`config.mk`:
```
export PLATFORM = sky130hd
export DESIGN_NAME = t07_spitft
export DESIGN_NICKNAME = d
export VERILOG_FILES = /design/src/rtl/t07_spitft_pkg.sv /design/src/rtl/t07_spi_byte_tx.sv /design/src/rtl/t07_spitft.sv
export SDC_FILE = /design/constraint.sdc
export NUM_CORES = 1
export LEC_CHECK = 0
export BUFFER_PORTS_ARGS = -buffer_cell sky130_fd_sc_hd__buf_4
export CORE_MARGIN = 2
export CORE_UTILIZATION = 30
export DETAILED_ROUTE_END_ITERATION = 7
export SKIP_CTS_REPAIR_TIMING = 1
export SLEW_MARGIN = 20
export SYNTH_ARGS = -nofsm -noshare
export SYNTH_HDL_FRONTEND = slang
export SYNTH_SLANG_ARGS = --single-unit
```
`constraint.sdc`:
```
create_clock -name clk -period 3.82 [get_ports clk]
set_input_delay 0.191 -clock clk [delete_from_list [all_inputs] [get_ports clk]]
set_output_delay 0.191 -clock clk [all_outputs]
set_load 0.005 [all_outputs]
```
`src/rtl/t07_spitft_pkg.sv`:
```
// Shared types, offsets and payload helpers for the TFT SPI write window.
package t07_spitft_pkg;

  localparam int unsigned WORD_W = 32;
  localparam int unsigned BIT_W  = 5;
  localparam int unsigned NB_W   = 3;

  typedef enum logic [2:0] {
    IDLE,
    LOAD,
    SHIFT,
    HOLD,
    DONE
  } state_t;

  localparam logic [WORD_W-1:0] OFF_CMD    = 32'd4;
  localparam logic [WORD_W-1:0] OFF_DATA8  = 32'd8;
  localparam logic [WORD_W-1:0] OFF_DATA16 = 32'd12;
  localparam logic [WORD_W-1:0] OFF_DATA32 = 32'd16;
  localparam logic [WORD_W-1:0] OFF_CTRL   = 32'd20;

  // Bytes to serialise for a window offset; zero means no SPI activity.
  function automatic logic [NB_W-1:0] byte_count(input logic [WORD_W-1:0] off);
    case (off)
      OFF_CMD, OFF_DATA8: return NB_W'(1);
      OFF_DATA16:         return NB_W'(2);
      OFF_DATA32:         return NB_W'(4);
      default:            return NB_W'(0);
    endcase
  endfunction

  // Left-align the payload so the first byte to send sits in the top bits.
  function automatic logic [WORD_W-1:0] align_word(input logic [NB_W-1:0] nbytes,
                                                   input logic [WORD_W-1:0] data);
    case (nbytes)
      NB_W'(1): return {data[7:0], 24'h000000};
      NB_W'(2): return {data[15:0], 16'h0000};
      default:  return data;
    endcase
  endfunction

endpackage

```
`src/rtl/t07_spi_byte_tx.sv`:
```
// Mode-0 SPI serialiser: clock divider, sclk generation, 32-bit shift register, bit counter.
module t07_spi_byte_tx
  import t07_spitft_pkg::*;
#(
  parameter int unsigned CLK_DIV = 2
) (
  input  logic              clk,
  input  logic              nrst,
  input  logic              load,
  input  logic [WORD_W-1:0] word,
  input  logic [NB_W-1:0]   nbytes,
  input  logic              div_en,
  input  logic              shift_en,
  output logic              tick_c,
  output logic              shift_done_c,
  output logic              sclk,
  output logic              mosi
);

  localparam int unsigned DIV_W = (CLK_DIV > 1) ? $clog2(CLK_DIV) : 1;

  logic [DIV_W-1:0]  div_cnt;
  logic [WORD_W-1:0] shreg;
  logic [BIT_W-1:0]  bit_cnt;
  logic [BIT_W-1:0]  last_bit;

  assign tick_c       = (div_cnt == DIV_W'(CLK_DIV - 1));
  assign shift_done_c = shift_en & tick_c & sclk & (bit_cnt == last_bit);
  assign mosi         = shreg[WORD_W-1];

  // sclk toggles each half-period; data advances on the falling transition.
  always_ff @(posedge clk) begin
    if (!nrst) begin
      div_cnt  <= '0;
      shreg    <= '0;
      bit_cnt  <= '0;
      last_bit <= '0;
      sclk     <= 1'b0;
    end else if (load) begin
      div_cnt  <= '0;
      shreg    <= word;
      bit_cnt  <= '0;
      last_bit <= BIT_W'({nbytes, 3'b000} - 6'd1);
      sclk     <= 1'b0;
    end else begin
      if (div_en) div_cnt <= tick_c ? '0 : div_cnt + DIV_W'(1);
      if (shift_en && tick_c) begin
        sclk <= ~sclk;
        if (sclk) begin
          shreg   <= {shreg[WORD_W-2:0], 1'b0};
          bit_cnt <= bit_cnt + BIT_W'(1);
        end
      end else if (!shift_en) begin
        sclk <= 1'b0;
      end
    end
  end

endmodule

```
`src/rtl/t07_spitft.sv`:
```
// MMIO write responder for the TFT window: decodes requests, frames SPI transfers, owns TFT reset.
module t07_spitft
  import t07_spitft_pkg::*;
#(
  parameter int unsigned CLK_DIV   = 2,
  parameter logic [31:0] BASE_ADDR = 32'd1792
) (
  input  logic        clk,
  input  logic        nrst,
  input  logic        wi_in,
  input  logic [31:0] addr_in,
  input  logic [31:0] data_in,
  output logic        ack,
  output logic        tft_sclk,
  output logic        tft_mosi,
  output logic        tft_cs_n,
  output logic        tft_dc,
  output logic        tft_rst_n
);

  state_t            state_q, state_d;
  logic [WORD_W-1:0] off_c;
  logic [WORD_W-1:0] word_c;
  logic [NB_W-1:0]   nbytes_c;
  logic              load_c, tick_c, shift_done_c, div_en_c, shift_en_c;
  logic              dc_d, rst_n_d, cs_n_d;

  assign off_c      = addr_in - BASE_ADDR;
  assign nbytes_c   = byte_count(off_c);
  assign word_c     = align_word(nbytes_c, data_in);
  assign div_en_c   = (state_q == LOAD) | (state_q == SHIFT) | (state_q == HOLD);
  assign shift_en_c = (state_q == SHIFT);

  // Busy handshake: only the DONE cycle (or an idle bus) releases the CPU.
  assign ack = nrst & (((state_q == IDLE) & wi_in) | ((state_q != IDLE) & (state_q != DONE)));

  always_ff @(posedge clk) begin
    if (!nrst) begin
      state_q   <= IDLE;
      tft_cs_n  <= 1'b1;
      tft_dc    <= 1'b0;
      tft_rst_n <= 1'b0;
    end else begin
      state_q   <= state_d;
      tft_cs_n  <= cs_n_d;
      tft_dc    <= dc_d;
      tft_rst_n <= rst_n_d;
    end
  end

  always_comb begin
    state_d = state_q;
    load_c  = 1'b0;
    dc_d    = tft_dc;
    rst_n_d = tft_rst_n;
    case (state_q)
      IDLE: begin
        if (wi_in) begin
          if (nbytes_c != NB_W'(0)) begin
            load_c  = 1'b1;
            dc_d    = (off_c != OFF_CMD);
            state_d = LOAD;
          end else begin
            if (off_c == OFF_CTRL) rst_n_d = data_in[0];
            state_d = DONE;
          end
        end
      end
      LOAD:    if (tick_c) state_d = SHIFT;
      SHIFT:   if (shift_done_c) state_d = HOLD;
      HOLD:    if (tick_c) state_d = DONE;
      DONE:    state_d = IDLE;
      default: state_d = IDLE;
    endcase
    cs_n_d = !((state_d == LOAD) || (state_d == SHIFT) || (state_d == HOLD));
  end

  t07_spi_byte_tx #(
    .CLK_DIV(CLK_DIV)
  ) u_tx (
    .clk         (clk),
    .nrst        (nrst),
    .load        (load_c),
    .word        (word_c),
    .nbytes      (nbytes_c),
    .div_en      (div_en_c),
    .shift_en    (shift_en_c),
    .tick_c      (tick_c),
    .shift_done_c(shift_done_c),
    .sclk        (tft_sclk),
    .mosi        (tft_mosi)
  );

endmodule

```
### Yosys cells after proc, flatten, opt, wreduce, memory -nomap -nowiden

Index checks and enable logic that the tools add are counted.

* add/sub/neg operators: 4
* equal/unequal tests: 17
* mux-type cells: 17
* bitwise gates (word level): 12
* reductions and logical operators: 15

Operators with widths (count)
* 32-bit 2-to-1 mux: 3
* 32-bit by 4-bit equality test with 1-bit output, second input constant: 2
* 32-bit by 5-bit equality test with 1-bit output, second input constant: 2
* 32-bit one-hot mux with 2 select lines: 1
* 32-bit by 3-bit equality test with 1-bit output, second input constant: 1
* 32-bit by 3-bit != test with 1-bit output, second input constant: 1
* 32-bit by 11-bit subtractor with 32-bit output, second input constant: 1
* 3-bit by 2-bit equality test with 1-bit output, second input constant: 5
* 3-bit 2-to-1 mux: 5
* 3-bit one-hot mux with 4 select lines: 1
* 3-bit by 1-bit equality test with 1-bit output, second input constant: 3
* 3-bit one-hot mux with 3 select lines: 1
* 1-bit AND: 6
* 1-bit 2-to-1 mux: 6
* 3-bit nonzero test: 2
* 5-bit by 1-bit adder with 5-bit output, second input constant: 1
* 5-bit equality test: 1
* 5-bit by 1-bit subtractor with 5-bit output, second input constant: 1
* 2-bit AND reduction: 2
* 4-bit AND reduction: 1
* 2-bit nonzero test: 2
* 2-bit OR reduction: 2
* 3-bit logical NOT: 1
* 3-bit != test, second input constant: 1
* 8 further kinds: 13

* register bits after elaboration: 50
* bits of input ports: 67
* output and inout bits: 6
* logic and storage cells: 74

### Logic depth before layout (Yosys ltp)

Gate-level depths: netlist of run 1.

* depth in word-level cells: 12
* depth in mapped cells: 12
* depth with buffers taken out: 10

### Hierarchy

Synthesis of run 1 repeated with hierarchy kept, for this count alone.

* cell total of the unflattened synthesis: 373
* area, all modules: 2788.9 um^2

By module, submodules not included
* t07_spi_byte_tx: times used 1, cells an instance 224, area each 1766.7 um^2, seq. area each 840.8 um^2
* t07_spitft: times used 1, cells an instance 149, area each 1022.2 um^2, seq. area each 120.1 um^2

### Least setup slack after synthesis of run 1

No wires, ideal clock.

* kind: input port to flip-flop
* start: in addr_in[20]
* end: reg u_tx.shreg[0]
* library setup time: 0.092 ns
* arrival time: 2.668 ns
* data required time: 3.728 ns
* setup slack: 1.059 ns
* stages: 12
* path buffers: 3
* path through: nor4_1 nand4_1 nor4_1 nor2b_1 inv_1 ha_1 clkbuf_1 nor2_1 clkbuf_1 buf_2 o22ai_1 o32ai_1

* word-level cells in the longest chain between the ends: 10
* elaborated cells between the ends (all ways): 18
* those cells by class: 1 x add/sub; 6 x eq/ne; 6 x mux; 5 x reduce/logical

RTL lines
* start, declared: line t07_spitft.sv:11 `input logic [31:0] addr_in,`
* 32-bit by 11-bit subtractor with 32-bit output *: line t07_spitft.sv:28 `assign off_c = addr_in - BASE_ADDR;`
* 32-bit by 3-bit equality test with 1-bit output / 32-bit by 4-bit equality test with 1-bit output (equally long branches): line t07_spitft_pkg.sv:24 `case (off)`
* 2-bit OR reduction: line t07_spitft_pkg.sv:24
* 3-bit one-hot mux with 3 select lines *: line t07_spitft_pkg.sv:24
* 3-bit nonzero test: line t07_spitft.sv:59 `if (nbytes_c != NB_W'(0)) begin`
* 1-bit 2-to-1 mux: line t07_spitft.sv:59
* 1-bit 2-to-1 mux: line t07_spitft.sv:58 `if (wi_in) begin`
* 1-bit 2-to-1 mux: line t07_spitft.sv:56 `case (state_q)`
* 2-bit nonzero test (no source line)
* 2-bit AND reduction (no source line)
* end signal, assigned: line t07_spi_byte_tx.sv:41 `shreg <= word;`
* end signal, assigned: line t07_spi_byte_tx.sv:50 `shreg <= {shreg[WORD_W-2:0], 1'b0};`
* end, declared: line t07_spi_byte_tx.sv:23 `logic [WORD_W-1:0] shreg;`

Mark *: on every way between the ends. The rest lies on a longest branch, timed or not.
A chain may end at the register's enable or synchronous reset.

### Worst setup path after layout of run 1

Ends and elaborated chain as after synthesis.

==> results of run 1 <==
-- metrics by stage --
stage	hold slack (ps)	util [%]
final	175.2	39.03
after global routing	176.9	39.03
after CTS	169.6	39.03
after detailed placement	458.5	37.91
after global placement	455.7	37.91
after floorplan	320.0	-
-- tightest hold or removal path, delay by kind of cell --
kind,cells,cell delay [ps]
compound gates,2,130
buf+inv,1,110
-- power by group --
| part | leakage [nW] | internal [mW] | switching (mW) | total (mW) |
|---|---|---|---|---|
| registers | 0.387 | 0.500 | 0.000963 | 0.501 |
| clock network | 0.0501 | 0.188 | 0.159 | 0.347 |
| logic | 0.927 | 0.0532 | 0.0412 | 0.0945 |
-- cell families after synthesis --
group	synth area share [%]
fa+ha+maj	1.815
buf+inv	5.535
flops	34.85
simple gates	12.79
mux	12.75
xor+xnor	3.176
compound gates	29.08
-- routing by layer --
metal | vias to the layer above | part of all wire (%) | GRT usage (%) | routed length, um
li1 | 1307 | - | - | -
met1 | 1261 | 45 | 20.54 | 3466
met2 | 53 | 50 | 25.00 | 3846
met3 | 8 | 3.7 | 2.019 | 287
met4 | 0 | 1.4 | 5.269 | 105
met5 | - | 0 | 0 | 0
-- cell usage in the layout (no fill, tap or decap), types with 4 or more instances in the layout --
cell      instances
nand4_1           6
a221oi_1         14
nand2_1          10
a21o_1            8
nor2_1            9
xor2_1            5
nor3_1            9
nor4_1            6
dfxtp_1          48
o31ai_1          17
a21oi_1          33
mux2_2           17
o21ai_0          32
clkbuf_8          5
mux2i_1          16
buf_4            78
or3_1             4
a221o_1           6
xnor2_1           5
ha_1              4
nand3_1           4
-- synth_stat cells, types with 2 or more instances --
cell	instances
a21o_1	8
a21oi_1	33
a221o_1	6
a221oi_1	14
a22o_1	2
a31oi_1	2
and3_1	2
buf_2	8
buf_6	2
clkbuf_1	18
dfxtp_1	48
ha_1	4
inv_1	3
mux2_2	17
mux2i_1	16
nand2_1	10
nand2b_1	3
nand3_1	4
nand4_1	6
nor2_1	9
nor2b_1	3
nor3_1	9
nor3_2	2
nor3b_1	2
nor4_1	6
o21ai_0	32
o31ai_1	17
or3_1	4
xnor2_1	5
xor2_1	5
-- final timing paths --
path,end,slack (ps),cells past startpoint
hold / removal,u_tx.shreg[16],180,3
hold reg to reg,u_tx.shreg[0],470,2
setup / recovery,u_tx.shreg[0],1040,9
setup reg to reg,u_tx.shreg[25],1390,5
-- sequential cells by signal, summed over array words and instances, names as in the netlist --
name and cells:
u_tx.last_bit 3, tft_rst_n 1, u_tx.bit_cnt 5, u_tx.shreg 32, state_q 3, u_tx.sclk 1, u_tx.tick_c 1, tft_cs_n 1
tft_dc 1
-- area by class of cell --
| cell class | instances | share of cell area (%) |
|---|---|---|
| multi-input cells | 232 | 47.87 |
| flip-flops and latches | 48 | 27.96 |
| repair buffers | 78 | 17.04 |
| well taps | 108 | 3.932 |
| clock buffers | 5 | 2.002 |
| clock inverters | 1 | 0.8737 |
| inverters | 3 | 0.3276 |
==> results by group, run 1 <==
Final layout
  • Non-Filler Instances: 475
  • Multi-input logic area: about 1600 um^2
  • Number of antenna diodes: 0
  • P&R area growth vs syn: 24.64%
  • Ratio of cells with drive above 1 in the final layout: 29.43%
  • Final instance area: about 3400 um^2
  • Nets: ~440
  • Area taken by flip-flops and latches: 960.9 um^2
  • # fillers: 885

Timing
  • Slew Viols, Final: 0
  • FMAX: 359.3 MHz
  • Tcrit/Tclk final: 72.86%
  • Slew HR: 35.80%
  • Final Critical Period: 2783 ps
  • Final Hold Fails: 0
  • Setup Total Neg Slack: 0 ps
  • Worst-margin pin slew: between 900 and 1000 ps
  • Worst setup margin: 1037 ps
  • Clk_skew: around 6.7 ps
  • Final setup fails: 0
  • RSZ-0062 raised after global routing: false

Floorplan
  • Die Area: 9975 um^2
  • Effective utilization at floorplan: 31.32%
  • Core area: 8806 um^2
  • FP Rows: 34
  • Die Span Y: 99.88 um
  • DIE WIDTH: 99.88 um
  • I/O pin cnt: between 70 and 80

Placement
  • Placed instance count: roughly 470
  • Pre-CTS WS: 711.6 ps
  • DP HPWL: 5575 um
  • Port bufs: 72
  • Placed cell areas: 3338 um^2
  • RD Place Congestion: ~0.82

Route
  • Final ANT Viol Nets: 0
  • DRT Wirelength: 7705 um
  • Via density: ~5.5
  • Drt wl/cell: 16.22 um
  • Iter 0 DRT Violations: roughly 190
  • DR pass1 iterations: 4
  • DRC: 0
  • Via count: ~2600

GRT
  • GR Util All Layers: 15.20%
  • Initial antenna violation count: 0
  • Largest net degree at the start of global routing: 39
  • First-pass GRT wire length: between 10000 and 15000 um
  • GRT overflow: 0
  • Vias in the first global route: 2492

Synth
  • Synth warn: 0
  • Dominant cell type by area after synthesis: dfxtp_1
  • Yosys reg bits: between 40 and 50
  • Top cell type's share of synthesized area: between 30% and 40%
  • Async S/R FF share, synth: 0%
  • Area contributors post-synth: dfxtp_1 (35%), mux2_2 (6.9%), a21oi_1 (6.0%)
  • Main synth FF type: dfxtp_1
  • Number of synthesized flops with an enable pin: 0
  • Synthesized area: 2758 um^2
  • Mapped Cells: 313
  • Post-synth cell types: 43
  • Post-synthesis sequential area ratio: 34.85%
  • Mapped Nets: roughly 380
  • Syn avg cell area: 8.810 um^2

Power and ir drop
  • Worst VDD drop: roughly 120 uV
  • Leakage: 1.364 nW
  • Power Density: 274.2 nW/um^2
  • Tot Pwr: 0.9424 mW

Worst setup path
  • CP Max Fanout: 26
  • CP most frequent cell: nor4_1
  • CP endpoint kind: register
  • Worst path cell trace: buf_4 > nor4_1 > nand4_1 > nor4_1 > nor2b_1 > inv_1 > ha_1 > a21oi_4 > o32ai_1
  • Worst stage delay on the critical path: 650 ps
  • Worst Path Required: 3970 ps
  • Reg2reg start: state_q[1]
  • Kind of launch point of the worst setup path: primary input
  • CP Launch Point: addr_in[20]
  • Worst Path Class, Setup: primary input to register
  • Buf/Inv on CP: 2
  • Critical path's top delay family: simple AND/OR/NAND/NOR gates
  • Worst EP arrival: roughly 2900 ps
  • Crit path max-delay cell type: a21oi_4

Outcome
  • Status: complete, no violations

Job
  • Max cap viols: 0

Clock network
  • CTS tree: done
  • TritonCTS Buffers: 5
  • Worst-Skew Late Latency: 300 ps
  • H-tree Lvls: 2
  • CTS clk-pin slew, worst paths: 90 ps
  • Bufs on Longest Clock Path: 2
  • CTS sink count: 48
  • Master cell of the clock root buffer: clkbuf_8

Hold path
  • Hold_sp: data_in[16]
  • HP Class: primary input to register
Power figures use the tool's default switching activity.
==> run 2, diff against run 1 <==
--- a/config.mk
+++ b/config.mk
@@ -5,6 +5,7 @@
 export SDC_FILE = /design/constraint.sdc
 export NUM_CORES = 1
 export LEC_CHECK = 0
+export ABC_AREA = 1
 export BUFFER_PORTS_ARGS = -buffer_cell sky130_fd_sc_hd__buf_4
 export CORE_MARGIN = 2
 export CORE_UTILIZATION = 30
==> constraint.sdc (replaced) <==
create_clock -name clk -period 2.5 [get_ports clk]
set_input_delay 0.125 -clock clk [delete_from_list [all_inputs] [get_ports clk]]
set_output_delay 0.125 -clock clk [all_outputs]
set_load 0.005 [all_outputs]
==> results by group, run 2 <==
Placement
  • DP HPWL: 8176 um
  • Placed cell areas: 4476 um^2
  • Port bufs: 72
  • Placed instance count: 794
  • RD Place Congestion: 0.9121

Final layout
  • Max reg flops: 32
  • Biggest register: u_tx.shreg
  • Leading registers by flop count: u_tx.shreg: 32 flops, u_tx.bit_cnt: 5 flops
  • Number of antenna diodes: 0
  • Final core utilization: 46.52%
  • Commonest cells after routing, fill and taps aside: buf_4 (135), nand2_1 (125), o21ai_0 (49)
  • Final instance area: 5021 um^2
  • Non-Filler Instances: between 800 and 900
  • Nets: 740
  • Most common cell after layout, fill and taps aside: buf_4
  • P&R area growth vs syn: 51.72%
  • Ratio of cells with drive above 1 in the final layout: 37.01%

Route
  • Via count: 3983
  • Via density: about 4.9
  • DRC: 0
  • Drt wl/cell: 13.32 um
  • Final ANT Viol Nets: 0
  • DRT Wirelength: 10790 um
  • Iter 0 DRT Violations: between 200 and 300
  • DR pass1 iterations: 6

Synth
  • Synthesized area: 3309 um^2
  • Post-synth cell types: 33
  • Count leader, synth: nand2_1
  • Number of synthesized flops with an enable pin: 0
  • Yosys reg bits: between 40 and 50
  • Post-synthesis sequential area ratio: about 29%
  • Dominant cell type by area after synthesis: dfxtp_1
  • Syn avg cell area: approximately 6.2 um^2
  • Synth warn: 0
  • Mapped Nets: 607
  • Mapped Cells: 536
  • Main synth FF type: dfxtp_1
  • Most frequent cells after synthesis: nand2_1 (153), o21ai_0 (50), inv_1 (49), dfxtp_1 (48), nor2_1 (42)
  • Top cell type's share of synthesized area: 29.04%
  • Area contributors post-synth: dfxtp_1 (29%), nand2_1 (17%), o21ai_0 (7.6%)
  • Async S/R FF share, synth: 0%

Timing
  • Final Hold Fails: 0
  • Clk_skew: 13.50 ps
  • Worst Hold Slack: 69.06 ps
  • RSZ-0062 raised after global routing: true
  • FMAX: 412.4 MHz
  • Final Critical Period: 2425 ps
  • Worst-margin pin slew: 525.9 ps
  • Tcrit/Tclk final: 97.00%
  • Final setup fails: 0
  • Slew Viols, Final: 0
  • Slew HR: 64.90%

Clock network
  • Master cell of the clock root buffer: clkbuf_8
  • CTS clk-pin slew, worst paths: 100 ps
  • TritonCTS Buffers: 5
  • Bufs on Longest Clock Path: 2
  • CTS sink count: 48
  • Worst-Skew Late Latency: 310 ps
  • H-tree Lvls: 2
  • CTS tree: done

Worst setup path
  • Worst EP arrival: 2670 ps
  • Worst Path Class, Setup: primary input to register
  • CP endpoint kind: register
  • Kind of launch point of the worst setup path: primary input
  • CP Max Fanout: 5
  • Worst Path Required: around 2700 ps

Power and ir drop
  • Power Density: 300.4 nW/um^2
  • Leakage: 2.262 nW
  • Tot Pwr: 1.509 mW
  • Worst VDD drop: 175.2 uV

Floorplan
  • Die Area: 11890 um^2
  • Die Span Y: 109.0 um
  • FP Rows: 38
  • Core area: between 10000 and 15000 um^2
  • Effective utilization at floorplan: between 30% and 40%
  • DIE WIDTH: roughly 110 um
  • I/O pin cnt: between 70 and 80

Outcome
  • Status: complete, no violations

GRT
  • GR Util All Layers: 17.50%
  • GRT overflow: 0
  • Initial antenna violation count: 0
  • Vias in the first global route: 3568
  • First-pass GRT wire length: 16700 um
  • Largest net degree at the start of global routing: 31

Hold path
  • HP Class: primary input to register

Job
  • Max cap viols: 0
run 2: kinds of logic (layout without fill, tap and decap cells):
kind of cell,after synthesis,in the layout,synth area share (%)
DFF,48,48,29.04
and+or+nand+nor,304,304,42.19
adders and majority gates,4,4,1.512
buffers and inverters,74,208,9.905
xor gates and xnor gates,5,5,1.323
AOI/OAI and AO/OA,101,101,16.03
run 2: path summary, 6_finish.rpt:
path,startpoint,to,slack [ps],cells past startpoint
worst max-delay path,addr_in[12],u_tx.shreg[16],80,17
worst min-delay path,data_in[20],u_tx.shreg[20],70,3
worst max register to register,state_q[0],tft_rst_n,750,10
worst min register to register,u_tx.shreg[19],u_tx.shreg[19],480,2
run 2: cell type report:
type,count,area (um^2)
fill,1094,5772
multi-input combinational,414,2376
timing repair buffer,149,1220
sequential,48,960.9
inverter,51,201.4
tap,140,175.2
clock buffer,5,68.82
clock inverter,3,18.77
run 2: through the flow:
step           setup WS (ps)  setup TNS [ps]
2_1_floorplan          1.526               0
3_3_place_gp          -387.4          -14060
3_5_place_dp          -393.5          -14690
4_1_cts               -66.75          -826.6
5_1_grt               -103.4           -2593
6_report               75.03               0
run 2: report_power, final:
group | leakage (nW) | total (mW) | switching (mW) | internal [mW]
combinational | 1.83 | 0.271 | 0.134 | 0.137
sequential | 0.387 | 0.766 | 0.00150 | 0.765
clock | 0.0479 | 0.471 | 0.275 | 0.196
total | 2.26 | 1.51 | 0.411 | 1.10
run 2: layer usage:
metal	track usage, %	wire [um]	vias up
met5	0	0	-
li1	-	-	2036
met2	30.39	5386	108
met3	2.451	522	28
met1	22.35	4579	1811
met4	5.311	299	0
run 2: worst max-delay path: stages:
cell      delay [ps]
buf_8            110
nor2_4           130
nand2_2           80
nor2_4           180
buf_6            120
nand4_1          100
nand2_1          130
nand4_1          180
nor4_4           300
nand4_1          240
ha_2             280
o21ai_4          180
nand2_2          100
clkinv_4          90
buf_6            140
nand2_1           50
a21oi_1          130
